--- src/rtl/red_pitaya_rst_seq_pkg.sv ---
// Shared types and constants for the PLL reset/lock sequencer.
package red_pitaya_rst_seq_pkg;

  typedef enum logic [1:0] {
    ST_PRST = 2'd0,
    ST_WAIT = 2'd1,
    ST_HOLD = 2'd2,
    ST_RUN  = 2'd3
  } state_e;

  // Consecutive unlocked cycles in RUN that count as a real loss (deglitch build)
  localparam int unsigned DEGLITCH_LEN = 4;

  // Saturation value of the retry/loss event counters
  localparam logic [7:0] CNT_SAT = 8'd255;

  // Next value of a saturating event counter; clr wins over hold, but an
  // increment coinciding with clr still registers as the first new event.
  function automatic logic [7:0] evt_cnt_next(input logic [7:0] q,
                                              input logic       inc,
                                              input logic       clr);
    logic [7:0] n;
    n = q;
    if (clr) begin
      n = inc ? 8'd1 : 8'd0;
    end else if (inc && (q != CNT_SAT)) begin
      n = q + 8'd1;
    end
    return n;
  endfunction

endpackage

--- src/rtl/red_pitaya_rst_seq_if.sv ---
// Status/control bundle between the reset sequencer and its consumer.
interface red_pitaya_rst_seq_if;
  logic       pll_locked;
  logic       clr;
  logic       pll_rst;
  logic       sys_rstn;
  logic [1:0] state;
  logic [7:0] retry_cnt;
  logic [7:0] loss_cnt;

  modport master (
    input  pll_locked, clr,
    output pll_rst, sys_rstn, state, retry_cnt, loss_cnt
  );

  modport slave (
    output pll_locked, clr,
    input  pll_rst, sys_rstn, state, retry_cnt, loss_cnt
  );
endinterface

--- src/rtl/red_pitaya_sync.sv ---
// Two-flop synchronizer for asynchronous status inputs; resets to 0.
module red_pitaya_sync #(
  parameter int unsigned W = 1
) (
  input  logic         clk,
  input  logic         rstn,
  input  logic [W-1:0] d,
  output logic [W-1:0] q
);

  logic [W-1:0] meta_q;
  logic [W-1:0] sync_q;

  // Two-stage capture of the asynchronous input
  always_ff @(posedge clk or negedge rstn) begin
    if (!rstn) begin
      meta_q <= '0;
      sync_q <= '0;
    end else begin
      meta_q <= d;
      sync_q <= meta_q;
    end
  end

  assign q = sync_q;

endmodule

--- src/rtl/red_pitaya_rst_seq.sv ---
// PLL reset/lock sequencer: pulses pll_rst, waits for lock with timeout and
// retry, requires a stable-lock hold period, then releases sys_rstn.
// Optional build macro: RED_PITAYA_RST_SEQ_DEGLITCH_EN (lock loss in RUN must
// persist DEGLITCH_LEN cycles before it re-sequences).
module red_pitaya_rst_seq
  import red_pitaya_rst_seq_pkg::*;
#(
  parameter int unsigned RST_PULSE    = 16,
  parameter int unsigned LOCK_TIMEOUT = 100000,
  parameter int unsigned HOLD         = 256,
  parameter int unsigned CW           = 20
) (
  input  logic                   clk,
  input  logic                   rstn,
  red_pitaya_rst_seq_if.master   bus
);

  localparam logic [CW-1:0] PULSE_LAST = CW'(RST_PULSE - 1);
  localparam logic [CW-1:0] TOUT_LAST  = CW'(LOCK_TIMEOUT - 1);
  localparam logic [CW-1:0] HOLD_LAST  = CW'(HOLD - 1);
`ifdef RED_PITAYA_RST_SEQ_DEGLITCH_EN
  localparam logic [CW-1:0] DGL_LAST   = CW'(DEGLITCH_LEN - 1);
`endif

  logic          locked_s;
  state_e        state_q, state_d;
  logic [CW-1:0] cnt_q, cnt_d;
  logic          pll_rst_q, pll_rst_d;
  logic          sys_rstn_q, sys_rstn_d;
  logic [7:0]    retry_cnt_q, retry_cnt_d;
  logic [7:0]    loss_cnt_q, loss_cnt_d;
  logic          retry_inc;
  logic          loss_inc;

  red_pitaya_sync #(.W(1)) u_lock_sync (
    .clk  (clk),
    .rstn (rstn),
    .d    (bus.pll_locked),
    .q    (locked_s)
  );

  // Next-state, shared counter and event strobes
  always_comb begin
    state_d   = state_q;
    cnt_d     = cnt_q + 1'b1;
    retry_inc = 1'b0;
    loss_inc  = 1'b0;
    case (state_q)
      ST_PRST: begin
        if (cnt_q == PULSE_LAST) begin
          state_d = ST_WAIT;
          cnt_d   = '0;
        end
      end
      ST_WAIT: begin
        if (locked_s) begin
          state_d = ST_HOLD;
          cnt_d   = '0;
        end else if (cnt_q == TOUT_LAST) begin
          state_d   = ST_PRST;
          cnt_d     = '0;
          retry_inc = 1'b1;
        end
      end
      ST_HOLD: begin
        if (!locked_s) begin
          state_d = ST_WAIT;
          cnt_d   = '0;
        end else if (cnt_q == HOLD_LAST) begin
          state_d = ST_RUN;
          cnt_d   = '0;
        end
      end
      ST_RUN: begin
`ifdef RED_PITAYA_RST_SEQ_DEGLITCH_EN
        // In RUN the shared counter tracks consecutive unlocked cycles
        if (!locked_s) begin
          if (cnt_q == DGL_LAST) begin
            state_d  = ST_PRST;
            cnt_d    = '0;
            loss_inc = 1'b1;
          end
        end else begin
          cnt_d = '0;
        end
`else
        cnt_d = '0;
        if (!locked_s) begin
          state_d  = ST_PRST;
          loss_inc = 1'b1;
        end
`endif
      end
      default: begin
        state_d = ST_PRST;
        cnt_d   = '0;
      end
    endcase
  end

  // Registered outputs follow the next state so they change with the state flop
  always_comb begin
    pll_rst_d   = (state_d == ST_PRST);
    sys_rstn_d  = (state_d == ST_RUN);
    retry_cnt_d = evt_cnt_next(retry_cnt_q, retry_inc, bus.clr);
    loss_cnt_d  = evt_cnt_next(loss_cnt_q, loss_inc, bus.clr);
  end

  // State, counters and output flops with asynchronous reset
  always_ff @(posedge clk or negedge rstn) begin
    if (!rstn) begin
      state_q     <= ST_PRST;
      cnt_q       <= '0;
      pll_rst_q   <= 1'b1;
      sys_rstn_q  <= 1'b0;
      retry_cnt_q <= '0;
      loss_cnt_q  <= '0;
    end else begin
      state_q     <= state_d;
      cnt_q       <= cnt_d;
      pll_rst_q   <= pll_rst_d;
      sys_rstn_q  <= sys_rstn_d;
      retry_cnt_q <= retry_cnt_d;
      loss_cnt_q  <= loss_cnt_d;
    end
  end

  assign bus.pll_rst   = pll_rst_q;
  assign bus.sys_rstn  = sys_rstn_q;
  assign bus.state     = state_q;
  assign bus.retry_cnt = retry_cnt_q;
  assign bus.loss_cnt  = loss_cnt_q;

endmodule

--- src/flat_wrapper.sv ---
// flat-port wrapper written by rule: the top's interface ports become plain ports
module red_pitaya_rst_seq_flat import red_pitaya_rst_seq_pkg::*;
#(
  parameter int unsigned RST_PULSE    = 16,
  parameter int unsigned LOCK_TIMEOUT = 100000,
  parameter int unsigned HOLD         = 256,
  parameter int unsigned CW           = 20
)
  (clk, rstn, bus_pll_locked, bus_clr, bus_pll_rst, bus_sys_rstn, bus_state, bus_retry_cnt, bus_loss_cnt);
  red_pitaya_rst_seq_if bus_i ();
  input  logic clk;
  input  logic rstn;
  input wire logic [$bits(bus_i.pll_locked)-1:0] bus_pll_locked;
  input wire logic [$bits(bus_i.clr)-1:0] bus_clr;
  output wire logic [$bits(bus_i.pll_rst)-1:0] bus_pll_rst;
  output wire logic [$bits(bus_i.sys_rstn)-1:0] bus_sys_rstn;
  output wire logic [$bits(bus_i.state)-1:0] bus_state;
  output wire logic [$bits(bus_i.retry_cnt)-1:0] bus_retry_cnt;
  output wire logic [$bits(bus_i.loss_cnt)-1:0] bus_loss_cnt;
  assign bus_i.pll_locked = bus_pll_locked;
  assign bus_i.clr = bus_clr;
  assign bus_pll_rst = bus_i.pll_rst;
  assign bus_sys_rstn = bus_i.sys_rstn;
  assign bus_state = bus_i.state;
  assign bus_retry_cnt = bus_i.retry_cnt;
  assign bus_loss_cnt = bus_i.loss_cnt;
  red_pitaya_rst_seq #(.RST_PULSE(RST_PULSE), .LOCK_TIMEOUT(LOCK_TIMEOUT), .HOLD(HOLD), .CW(CW)) u_core (.clk(clk), .rstn(rstn), .bus(bus_i));
endmodule
--- config.mk ---
export PLATFORM = sky130hd
export DESIGN_NAME = red_pitaya_rst_seq_flat
export DESIGN_NICKNAME = d
export VERILOG_FILES = /design/src/rtl/red_pitaya_rst_seq_pkg.sv /design/src/rtl/red_pitaya_rst_seq_if.sv /design/src/rtl/red_pitaya_sync.sv /design/src/rtl/red_pitaya_rst_seq.sv /design/src/flat_wrapper.sv
export SDC_FILE = /design/constraint.sdc
export NUM_CORES = 1
export LEC_CHECK = 0
export BUFFER_PORTS_ARGS = -buffer_cell sky130_fd_sc_hd__buf_4
export CORE_MARGIN = 8
export CORE_UTILIZATION = 35
export DETAILED_ROUTE_END_ITERATION = 12
export SYNTH_ARGS = -nofsm -noshare
export SYNTH_HDL_FRONTEND = slang
export SYNTH_HIERARCHICAL = 1
export SYNTH_SLANG_ARGS = --single-unit
--- constraint.sdc ---
create_clock -name clk -period 2.16 [get_ports clk]
set_input_delay 0.324 -clock clk [delete_from_list [all_inputs] [get_ports clk]]
set_output_delay 0.324 -clock clk [all_outputs]
set_load 0.01 [all_outputs]
# Yosys cells after proc, flatten, opt, wreduce, memory -nomap -nowiden
# Index checks and enable logic that the tools add are counted.
# Widths: inputs -> output; s select.
[classes]
add_sub_neg = 3
n_eq_ne = 9
mux = 24
reduce_logical = 6
[ops]
columns = ["cell", "n"]
rows = [
  ["$mux 20", 5],
  ["$pmux 20 s4", 1],
  ["$mux 8", 4],
  ["$add 20x1->20 const B", 1],
  ["$eq 20x17->1 const B", 1],
  ["$eq 20x4->1 const B", 1],
  ["$eq 20x8->1 const B", 1],
  ["$add 8x1->8 const B", 2],
  ["$ne 8x8->1 const B", 2],
  ["$mux 2", 6],
  ["$pmux 2 s4", 1],
  ["$mux 1", 7],
  ["$eq 2x2->1 const B", 3],
  ["$logic_not 2->1", 2],
  ["$reduce_bool 2->1", 2],
  ["$eq 2x1->1 const B", 1],
  ["$logic_and 1x1->1", 2],
]
[word_totals]
inputBits = 4
out_inout_bits = 20
reg_bits = 42
word_cells = 50

# Depth between registers and ports, before layout
[depth]
word_depth = 7
ltp_mapped = 8
ltp_nobuf = 6

# Cells and area by module
# The synthesis kept the hierarchy.
[modules_own_cells]
columns = ["module", "seq_area_each_um2", "area_per_inst_um2", "cells_per_inst", "instances"]
rows = [
  ["red_pitaya_rst_seq", 1002.2, 2120.8, 216, 1],
  ["red_pitaya_sync", 50.0, 50.0, 2, 1],
]

# Worst setup path before layout
# Ideal clock, no wire load.
[synth_timing]
kind = "register -> register"
from = "register u_core.cnt_q[0]"
to = "register u_core.cnt_q[14]"
required_time_ns = 2.041
arrival_time_ns = 2.006
synth_period_minus_slack_ns = 2.125
path_buffers = 2
path_stages_with_launch = 9
setup_slack_ns = 0.035
setup_ns = 0.119
cell_sequence = "dfrtp_1 > ha_1 > and3_1 > nand4_1 > nor3_1 > o221a_1 > buf_4 > buf_8 > nor2_2"
[synth_between]
elab_chain_cells = 4
elab_cells_between_ends = 10
cone_classes = "add/sub: 1; eq/ne: 3; mux: 6"
[synth_rtl]
columns = ["item", "line", "rtl"]
rows = [
  ["from (decl)", "red_pitaya_rst_seq.sv:27", "logic [CW-1:0] cnt_q, cnt_d;"],
  ["from (signal assigned)", "red_pitaya_rst_seq.sv:120", "cnt_q <= cnt_d;"],
  ["$add 20x1->20, or another cell as far along", "red_pitaya_rst_seq.sv:45", "cnt_d = cnt_q + 1'b1;"],
  ["$mux 20 (on tied branches)", "red_pitaya_rst_seq.sv:69, red_pitaya_rst_seq.sv:59", ""],
  ["$mux 20 (on tied branches)", "red_pitaya_rst_seq.sv:66, red_pitaya_rst_seq.sv:56", ""],
  ["$pmux 20 s4 (*)", "red_pitaya_rst_seq.sv:48", "case (state_q)"],
  ["named net u_core.cnt_d[14]", "red_pitaya_rst_seq.sv:27", ""],
]
# Mark *: on every way through the listed nets, which the timed path passes. The rest lies on a longest branch.
# A chain may end at the register's enable or synchronous reset.

# Worst setup path after layout
[layout_timing]
from = "register u_core.cnt_q[9]"
to = "register u_core.cnt_q[2]"
[layout_between]
elab_chain_cells = 4
elab_cells_between_ends = 9
cone_classes = "eq/ne: 3; mux: 6"
[layout_rtl]
columns = ["item", "line"]
rows = [
  ["$eq 20x8->1 / $eq 20x17->1 (equally long branches)", "red_pitaya_rst_seq.sv:69, red_pitaya_rst_seq.sv:59"],
  ["$mux 20 (on tied branches)", "red_pitaya_rst_seq.sv:69, red_pitaya_rst_seq.sv:59"],
  ["$mux 20 (on tied branches)", "red_pitaya_rst_seq.sv:66, red_pitaya_rst_seq.sv:56"],
  ["$pmux 20 s4 (*)", "red_pitaya_rst_seq.sv:48"],
  ["named net u_core.cnt_d[2]", "red_pitaya_rst_seq.sv:27"],
]
# Marked as above.

==> summary.md <==
| Metric | Value |
|---|---|
| Die area | 8980 um^2 |
| Placer Congestion | 0.780 |
| Final period util | 91.7% |
| Global-route wire length before repair | 8180 um |
| Chip width | 94.8 um |
| Yosys Warn Count | 6 |
| Slowest-stage cell, CP | or4_4 |
| Fraction of layout cells with a size suffix above 1 | 24.1% |
| TritonCTS clock tree | built |
| Reg2reg path depth | 6 |
| Post-Synthesis Cells | 218 |
| DR WL/cell | 13.8 um |
| Number of synthesized flops with an enable pin | 0 |
| Asr flop ratio synth | 100% |
| DR vias | 1,713 |
| Mapped Area | 2170 um^2 |
| Cell taking the most area after synthesis | dfrtp_1 |
| Achievable Freq | 505 MHz |
| Core Region | 5960 um^2 |
| Total CTS buffers | 5 |
| Skew-Pair Late Insertion Delay | 0.29 ns |
| Ports | 24 |
| DR top layer | met4 |
| Aggregate routed wire length | 4590 um |
| Most frequent cells in the layout | 41 x dfrtp_1, 36 x buf_4, 26 x nor2_1 |
| Slowest stage delay, CP | 0.54 ns |
| Maximum clock path buffer count | 2 |
| Clock sinks | 42 |
| Hold Vio Cnt, Final | 0 |
| Vias in the first global route | 1,731 |
| Hold WC Path Type | input pin to async pin |
| Initial antenna violation count | 0 |
| Worst-path fanout max | 19 |
| Number of DRC markers in iteration 0 | 77 |
| Site Rows | 28 |
| Wire length on met2 | 2080 um |
| Post-CTS setup buffers | 0 |
| Post-route ant nets | 0 |
| CP Data Arrival Time | 2.16 ns |
| Hold_ws | 0.0104 ns |
| Setup violators final | 0 |
| Register area | 1050 um^2 |
| Largest net degree at the start of global routing | 43 |
| Design Area, Final | 2610 um^2 |
| Peak supply drop | 0.411 mV |
| Resize count post-CTS | 0 |
| Area delta synth->final | 20.3% |
| Power per Cell Area | 764 nW/um^2 |
| CTS root buf | clkbuf_8 |
| Avg Synthesized Cell Area | 9.96 um^2 |
| Reg clk slew, reported paths | 0.09 ns |
| Crit path cell chain | or4_4 > or3_1 > o21ai_2 > o221a_1 > buf_12 > nor2_1 |
| Final Critical Period | 1.98 ns |
| P_leak | 1.15 nW |
| Yosys cell types | 43 |
| Sequential share of the synthesized area | 48.5% |
| Status | finished clean |
| First-pass iteration count of the detailed router | 4 |
| Die height | 94.8 um |
| Diode count | 0 |
| Initial Util | 36.4% |
| Slew Limit Headroom | 63.8% |
| Vias per cell | 5.16 |
| Most used DFF post-synth | dfrtp_1 |
| Congestion Overflow GR | 0 |
| Post-synthesis register bit count | 42 |
| Final net count | 263 |
| Startpoint Class | flip-flop |
| # hold bufs at CTS | 0 |
| H-tree levels | 2 |
| Worst Tran Pin Value | 0.543 ns |
| WS Path Type | flip-flop to flip-flop |
| IO Port Bufs | 23 |
| HPWL after detailed placement | 3310 um |
| # fillers | 597 |
| Top cells by area, synth | dfrtp_1 47%, xnor2_1 5.6%, nor2_1 4.5% |
| Setup TNS | 0 ns |
| GRT Overall Usage | 11.1% |
| Multi-input gate area | 1070 um^2 |
| RSZ-0062 raised after global routing | no |
| Pins over their slew limit | 0 |
| DP Area | 2520 um^2 |
| Clk_skew | 0.0127 ns |
| Commonest non-fill, non-tap cell in the layout | dfrtp_1 |
| Critical Path RT | 2.34 ns |
| Worst Setup End Kind | flip-flop |
| Top cell type's share of synthesized area | 47.3% |
| Max-cap violations | 0 |
| Met3 routed WL | 274 um |
| DRC | 0 |
| M1 wire length | 2220 um |
| Mapped Nets | 225 |
==> cell families after synthesis <==
family	Yosys count	synth area share [%]
AND/OR/NAND/NOR	113	29.5
flip-flops	42	48.5
AO/OA/AOI/OAI	27	8.18
XOR/XNOR	21	8.47
buffers and inverters	9	2.25
multiplexers	3	1.38
adder cells (fa/ha/maj)	3	1.73
==> where the power goes <==
group | total (mW) | switching, mW | internal, mW
combinational | 0.551 | 0.309 | 0.241
sequential | 0.920 | 0.0600 | 0.860
clock | 0.526 | 0.269 | 0.257
total | 2.00 | 0.639 | 1.36
==> cells in the mapped netlist, types with 7 or more instances <==
cell and count:
and3_1 9, xor2_1 7, nand4_1 8, a21oi_1 7, dfrtp_1 41, xnor2_1 14
o21ai_0 8, nor2_1 26, nand2_1 12, nor3_1 7, nand3_1 16, nor2_2 10
or3_1 7
==> worst max-delay path: cells and delay by family (launching register included) <==
kind / cells / cell delay, ns
buffers and inverters: 1 / 0.17
flip-flops: 1 / 0.38
AND/OR/NAND/NOR: 3 / 0.95
AO/OA/AOI/OAI: 2 / 0.36
==> worst paths after layout <==
| kind | start | to | slack (ns) |
|---|---|---|---|
| min | rstn | u_core/bus.retry_cnt[7]$_DFFE_PN0P_ | 0.01 |
| min reg2reg | u_core/u_lock_sync/meta_q$_DFF_PN0_ | u_core/u_lock_sync/q$_DFF_PN0_ | 0.35 |
| min in group clk | bus_pll_locked | u_core/u_lock_sync/meta_q$_DFF_PN0_ | 0.14 |
| max in group asynchronous | rstn | u_core/cnt_q[12]$_DFF_PN0_ | 1.77 |
| max reg2reg | u_core/cnt_q[9]$_DFF_PN0_ | u_core/cnt_q[2]$_DFF_PN0_ | 0.18 |
| max | u_core/cnt_q[9]$_DFF_PN0_ | u_core/cnt_q[2]$_DFF_PN0_ | 0.18 |
==> final cells by class <==
type | instances | area share (%)
Clock buffer | 6 | 3.16
Clock inverter | 2 | 0.479
Inverter | 3 | 0.431
Multi-Input combinational cell | 167 | 40.9
Sequential cell | 42 | 40.3
Tap cell | 75 | 3.59
Timing Repair Buffer | 37 | 11.1
==> routing by layer <==
metal	track usage, %	vias to the layer above
met2	18.0	26
met4	1.95	0
met1	14.2	829
li1	-	854
met5	0	-
met3	3.73	4
==> stage by stage <==
stage	instances	worst slack, ns	power [mW]	util, %
finish	332	0.179	2.00	43.9
global route	332	0.0445	2.12	43.9
CTS	332	0.176	2.03	43.9
detailed placement	324	0.187	1.49	42.3
global placement	324	0.214	1.48	42.3
floorplan	218	0.0347	1.29	-
==> state kept, by name, indices dropped and copies added (netlist names) <==
register / flops
u_core/bus.sys_rstn: 1
u_core/u_lock_sync/meta_q: 1
u_core/cnt_q: 20
u_core/bus.pll_rst: 1
u_core/bus.retry_cnt: 8
u_core/u_lock_sync/q: 1
u_core/bus.loss_cnt: 8
u_core/bus.state: 2
No activity file was read; power rests on OpenSTA's default activity.
